<file path="config.mk">
export PLATFORM = sky130hd
export DESIGN_NAME = i2s_receiver
export DESIGN_NICKNAME = d
export VERILOG_FILES = /design/src/rtl/i2s_pkg.sv /design/src/rtl/i2s_sync.sv /design/src/rtl/i2s_receiver.sv
export SDC_FILE = /design/constraint.sdc
export NUM_CORES = 1
export LEC_CHECK = 0
export CAP_MARGIN = 20
export CELL_PAD_IN_SITES_DETAIL_PLACEMENT = 1
export CELL_PAD_IN_SITES_GLOBAL_PLACEMENT = 1
export CORE_MARGIN = 4
export CORE_UTILIZATION = 30
export CTS_CLUSTER_DIAMETER = 200
export DETAILED_ROUTE_END_ITERATION = 12
export GPL_TIMING_DRIVEN = 0
export PLACE_DENSITY_LB_ADDON = 0.1
export SETUP_SLACK_MARGIN = 0.4
export SYNTH_ARGS = -nofsm -noshare
export SYNTH_HDL_FRONTEND = slang
export SYNTH_SLANG_ARGS = --single-unit
</file>
<file path="constraint.sdc">
create_clock -name clk_in -period 2.22 [get_ports clk_in]
set_clock_uncertainty 0.1 [all_clocks]
set_input_delay 0.666 -clock clk_in [delete_from_list [all_inputs] [get_ports clk_in]]
set_output_delay 0.666 -clock clk_in [all_outputs]
set_load 0.01 [all_outputs]
</file>
<file path="src/rtl/i2s_pkg.sv">
// Shared constants and receiver state type for the I2S receiver.
package i2s_pkg;

    parameter int unsigned SAMPLE_WIDTH_DEFAULT = 16;

    typedef enum logic [1:0] {
        StSeek,
        StLeft,
        StRight
    } i2s_state_e;

endpackage

</file>
<file path="src/rtl/i2s_sync.sv">
// Two-flop synchronizer with a rising-edge detector on the synchronized level.
module i2s_sync (
    input  logic clk_in,
    input  logic reset_in,
    input  logic async_in,
    output logic sync_out,
    output logic rise_out
);

    logic [1:0] sync_q;
    logic       prev_q;

    always_ff @(posedge clk_in) begin
        if (reset_in) begin
            sync_q <= 2'b00;
            prev_q <= 1'b0;
        end else begin
            sync_q <= {sync_q[0], async_in};
            prev_q <= sync_q[1];
        end
    end

    assign sync_out = sync_q[1];
    assign rise_out = sync_q[1] & ~prev_q;

endmodule

</file>
<file path="src/rtl/i2s_receiver.sv">
// Philips I2S receiver: deserializes left/right slots into a frame register with
// valid/ready handoff, sticky overrun and short-slot error flags.
module i2s_receiver
    import i2s_pkg::*;
#(
    parameter int unsigned SAMPLE_WIDTH = SAMPLE_WIDTH_DEFAULT
) (
    input  logic                    clk_in,
    input  logic                    reset_in,
    input  logic                    i2s_bclk_in,
    input  logic                    i2s_ws_in,
    input  logic                    i2s_d_in,
    output logic [SAMPLE_WIDTH-1:0] sample_l_out,
    output logic [SAMPLE_WIDTH-1:0] sample_r_out,
    output logic                    sample_valid_out,
    input  logic                    sample_ready_in,
    output logic                    overrun_out,
    output logic                    frame_err_out,
    input  logic                    status_clr_in
);

    localparam int unsigned CntW = $clog2(SAMPLE_WIDTH + 1);
    localparam logic [CntW-1:0] CntMax = CntW'(SAMPLE_WIDTH);

    logic bclk_sync;
    logic bit_evt;

    i2s_sync u_bclk_sync (
        .clk_in   (clk_in),
        .reset_in (reset_in),
        .async_in (i2s_bclk_in),
        .sync_out (bclk_sync),
        .rise_out (bit_evt)
    );

    // Same two-flop depth as the bclk path so ws/d line up with the detected edge.
    logic [1:0] ws_sync_q;
    logic [1:0] d_sync_q;
    logic       ws_s;
    logic       d_s;

    assign ws_s = ws_sync_q[1];
    assign d_s  = d_sync_q[1];

    i2s_state_e              state_q, state_d;
    logic [CntW-1:0]         cnt_q, cnt_d, cnt_in;
    logic [SAMPLE_WIDTH-1:0] shift_q, shift_d, shift_in;
    logic [SAMPLE_WIDTH-1:0] left_q, left_d;
    logic                    prev_ws_q, prev_ws_d;
    logic [SAMPLE_WIDTH-1:0] sample_l_q, sample_l_d;
    logic [SAMPLE_WIDTH-1:0] sample_r_q, sample_r_d;
    logic                    valid_q, valid_d;
    logic                    overrun_q, overrun_d;
    logic                    frame_err_q, frame_err_d;
    logic                    boundary;
    logic                    full;
    logic                    publish;
    logic                    frame_err_set;

    always_ff @(posedge clk_in) begin
        if (reset_in) begin
            ws_sync_q   <= 2'b00;
            d_sync_q    <= 2'b00;
            state_q     <= StSeek;
            cnt_q       <= '0;
            shift_q     <= '0;
            left_q      <= '0;
            prev_ws_q   <= 1'b0;
            sample_l_q  <= '0;
            sample_r_q  <= '0;
            valid_q     <= 1'b0;
            overrun_q   <= 1'b0;
            frame_err_q <= 1'b0;
        end else begin
            ws_sync_q   <= {ws_sync_q[0], i2s_ws_in};
            d_sync_q    <= {d_sync_q[0], i2s_d_in};
            state_q     <= state_d;
            cnt_q       <= cnt_d;
            shift_q     <= shift_d;
            left_q      <= left_d;
            prev_ws_q   <= prev_ws_d;
            sample_l_q  <= sample_l_d;
            sample_r_q  <= sample_r_d;
            valid_q     <= valid_d;
            overrun_q   <= overrun_d;
            frame_err_q <= frame_err_d;
        end
    end

    // Current bit folded into the slot; counter saturates so long slots keep the MSBs.
    always_comb begin
        shift_in = shift_q;
        cnt_in   = cnt_q;
        if (cnt_q < CntMax) begin
            shift_in = {shift_q[SAMPLE_WIDTH-2:0], d_s};
            cnt_in   = cnt_q + CntW'(1);
        end
    end

    assign boundary = bit_evt && (ws_s != prev_ws_q);
    assign full     = (cnt_in == CntMax);

    always_comb begin
        state_d       = state_q;
        cnt_d         = cnt_q;
        shift_d       = shift_q;
        left_d        = left_q;
        prev_ws_d     = prev_ws_q;
        publish       = 1'b0;
        frame_err_set = 1'b0;

        if (bit_evt) begin
            prev_ws_d = ws_s;
            unique case (state_q)
                StSeek: begin
                    if (boundary && !ws_s) begin
                        state_d = StLeft;
                        cnt_d   = '0;
                        shift_d = '0;
                    end
                end
                StLeft: begin
                    if (boundary) begin
                        cnt_d   = '0;
                        shift_d = '0;
                        if (full) begin
                            left_d  = shift_in;
                            state_d = StRight;
                        end else begin
                            frame_err_set = 1'b1;
                            state_d       = StSeek;
                        end
                    end else begin
                        cnt_d   = cnt_in;
                        shift_d = shift_in;
                    end
                end
                StRight: begin
                    if (boundary) begin
                        cnt_d   = '0;
                        shift_d = '0;
                        state_d = StLeft;
                        if (full) begin
                            publish = 1'b1;
                        end else begin
                            frame_err_set = 1'b1;
                        end
                    end else begin
                        cnt_d   = cnt_in;
                        shift_d = shift_in;
                    end
                end
                default: state_d = StSeek;
            endcase
        end
    end

    always_comb begin
        sample_l_d  = publish ? left_q : sample_l_q;
        sample_r_d  = publish ? shift_in : sample_r_q;
        valid_d     = publish | (valid_q & ~sample_ready_in);
        // Set terms are OR-ed after the clear so a coincident set wins.
        overrun_d   = (publish & valid_q & ~sample_ready_in) | (overrun_q & ~status_clr_in);
        frame_err_d = frame_err_set | (frame_err_q & ~status_clr_in);
    end

    assign sample_l_out     = sample_l_q;
    assign sample_r_out     = sample_r_q;
    assign sample_valid_out = valid_q;
    assign overrun_out      = overrun_q;
    assign frame_err_out    = frame_err_q;

endmodule

</file>
==> results.toml <==
[outcome]
status = "finished clean"

[logic_synthesis]
synth_nets = 319
synthMuxAreaShare = 0.101
synth_xor_area_frac = 0.00551
netlist_instances = 307
synth-seq-cells = 82
seq_area_frac_synth = 0.516
synth_compound_gate_area_share = 0.162
synthDistinctLibCells = 38
syn_area_per_cell_um2 = 10.4
synth_top_family_by_area = "compound AO/OA/AOI/OAI gates"
netlist_area_um2 = 3180
yosysWarningCount = 0
yosysTopAreaCell = "dfxtp_1"
synth-adder-area-share = 0.0197
ys_top_cells_by_area = "dfxtp_1, mux2i_1, a211oi_1, nor2_1, a22o_1"
synthSimpleGateAreaFrac = 0.158
synth_top_area_share = 0.516

[power_and_ir_drop]
power_uw = 2760
ir_worst_vdd_uv = 241
p_per_area_nw_per_um2 = 591
leakagePower_uw = 0.00179

[placement]
io_buffers = 41
dpl.hpwl_mm = 5.94
placed_cell_area_um2 = 3830
place.gp.congestion = 0.751

[global_route]
antenna_found_initial = 0
grt_max_degree = 14
overflow = 0
grt_usage = 0.148
grt_pass1_vias = 2657
grt_pass1_wl_mm = 14.5

[worst_setup_path]
crit_required_ns = 2.41
worst-path-max-fanout = 4
worstPathArrival_ns = 2.22
worstSetupPathType = "reg2reg"
critPathLaunchType = "flop"
reg2reg_slack_ns = 0.19
endpoint_kind = "flop"

[clock_tree]
cts_tree = "yes"
clkSlewWorstSetupHoldPaths_ns = 0.08
cts_max_path_buffers = 2
cts_hold_buffers = 0
h-tree-depth = 3
clk_latency_ns = 0.35
cts_buffers = 9
cts.sinks = 82
root_buffer = "clkbuf_8"

[route]
postRouteAntennaNets = 0
wl_mm = 8.81
firstDrtPassIters = 4
via_count = 2519
via_per_inst = 4.82
drc = 0
drt_iter0_drc = 79
wire_per_inst_um = 16.8

[floorplan]
initial_core_util = 0.308
die_w_um = 111
die_area_um2 = 12300
rows = 37
ios = 42
fp.dieH_um = 111
core_area_um2 = 10300

[timing]
rsz0062_at_grt = "yes"
drv_slew = 0
setup_viol = 0
post-route-period-util = 0.914
slew_headroom = 0.728
tightest_slew_ns = 0.409
period_minus_slack_ns = 2.03
timing.fmax_ghz = 0.493
hold_viol = 0

[finish]
nFillCells = 1142
antenna-diode-count = 0
drive_gt1_frac = 0.351
area_growth_pct = 46.5
final_area_um2 = 4660
finalNetCount = 395

[job]
maxCapViolations = 0

[hold_path]
hold_class = "reg2reg"
layout make-up:
class,count,area [um^2],share of cell area
well taps,136,170,0.0365
flip-flops and latches,82,1660,0.356
clock buffers,11,141,0.0303
inverters,4,20.0,0.00429
clock inverters,4,75.1,0.0161
multi-input cells,201,1750,0.375
plain buffers,20,219,0.0470
repair buffers,65,628,0.135
worst max-delay path, stage by stage (launching register included):
cell	delay, ns
dfxtp_4	0.37
ha_4	0.25
nor3b_4	0.22
a21oi_4	0.12
or2_4	0.26
or4b_4	0.52
a21oi_2	0.12
state kept, by name (all words and copies together) (netlist names):
name / flops
d_sync_q: 2
state_q: 2
u_bclk_sync.sync_q: 2
frame_err_out: 1
left_q: 16
sample_r_out: 16
sample_valid_out: 1
shift_q: 16
ws_sync_q: 2
overrun_out: 1
cnt_q: 5
prev_ws_q: 1
sample_l_out: 16
u_bclk_sync.prev_q: 1
timing repair:
item / in CTS / in global routing
gates cloned: 4 / 0
pin swaps: 47 / 17
setup endpoints to repair: 109 / 81
buffers inserted: 17 / 3
resized for setup: 113 / 38
path summary, 6_finish.rpt:
path	startpoint	end	depth (start not counted)
min	d_sync_q[0]	d_sync_q[1]	1
max	cnt_q[0]	state_q[1]	6
min reg2reg	d_sync_q[0]	d_sync_q[1]	1
max reg2reg	cnt_q[0]	state_q[1]	6
stage by stage:
| stage | utilization | instances | TNS, ns | hold slack [ns] | worst slack, ns |
|---|---|---|---|---|---|
| 6_report | 0.452 | 523 | 0 | 0.341 | 0.191 |
| 5_1_grt | 0.452 | 523 | 0 | 0.359 | 0.108 |
| 4_1_cts | 0.437 | 520 | 0 | 0.348 | 0.178 |
| 3_5_place_dp | 0.371 | 484 | -18.12 | 0.329 | -0.446 |
| 3_3_place_gp | 0.371 | 484 | -17.73 | 0.323 | -0.454 |
| 2_1_floorplan | - | 307 | 0 | 0.314 | 0.338 |
cell families after synthesis:
family,after synthesis
fa+ha+maj,5
mux,32
simple gates,94
xor+xnor,2
flops,82
compound gates,68
buf+inv,24
power breakdown:
part           leakage, uW  total (uW)  internal [uW]  switching [uW]
Clock             0.000110        1210            662             548
Combinational      0.00102        72.3           26.9            45.4
Sequential        0.000666        1470           1470            2.91
Total              0.00179        2760           2160             596
cells in the final DEF, fill, tap and decap left out, types with 9 or more instances in the layout:
cell type and n:
dlygate4sd2_1 32, buf_4 15, nor2b_1 11, a211oi_1 10, clkbuf_8 10, buf_6 9
nor2_1 44, a22o_1 17, mux2i_1 24, a211oi_2 22, dfxtp_1 76
per-layer routing:
| layer | GRT usage | share of wire | vias to the layer above |
|---|---|---|---|
| met3 | 0.0295 | 0.022 | 11 |
| li1 | - | - | 1244 |
| met4 | 0.0640 | 0.017 | 0 |
| met1 | 0.198 | 0.49 | 1240 |
| met2 | 0.231 | 0.47 | 24 |
| met5 | 0 | 0 | - |
synth_stat cells, drive strengths merged:
cell	instances
dfxtp	82
nor2	54
a211oi	33
mux2i	31
a22o	17
buf	13
nor2b	12
a21oi	10
clkbuf	7
nand2	7
ha	5
inv	4
nand2b	4
nand3	3
nor4b	3
o21ai	3
or3	3
a41oi	2
nand3b	2
or2	2
a21bo	1
a2bb2oi	1
a311oi	1
mux2	1
nand4b	1
nor3	1
nor3b	1
or4b	1
xnor2	1
xor2	1
Power figures use the tool's default switching activity.
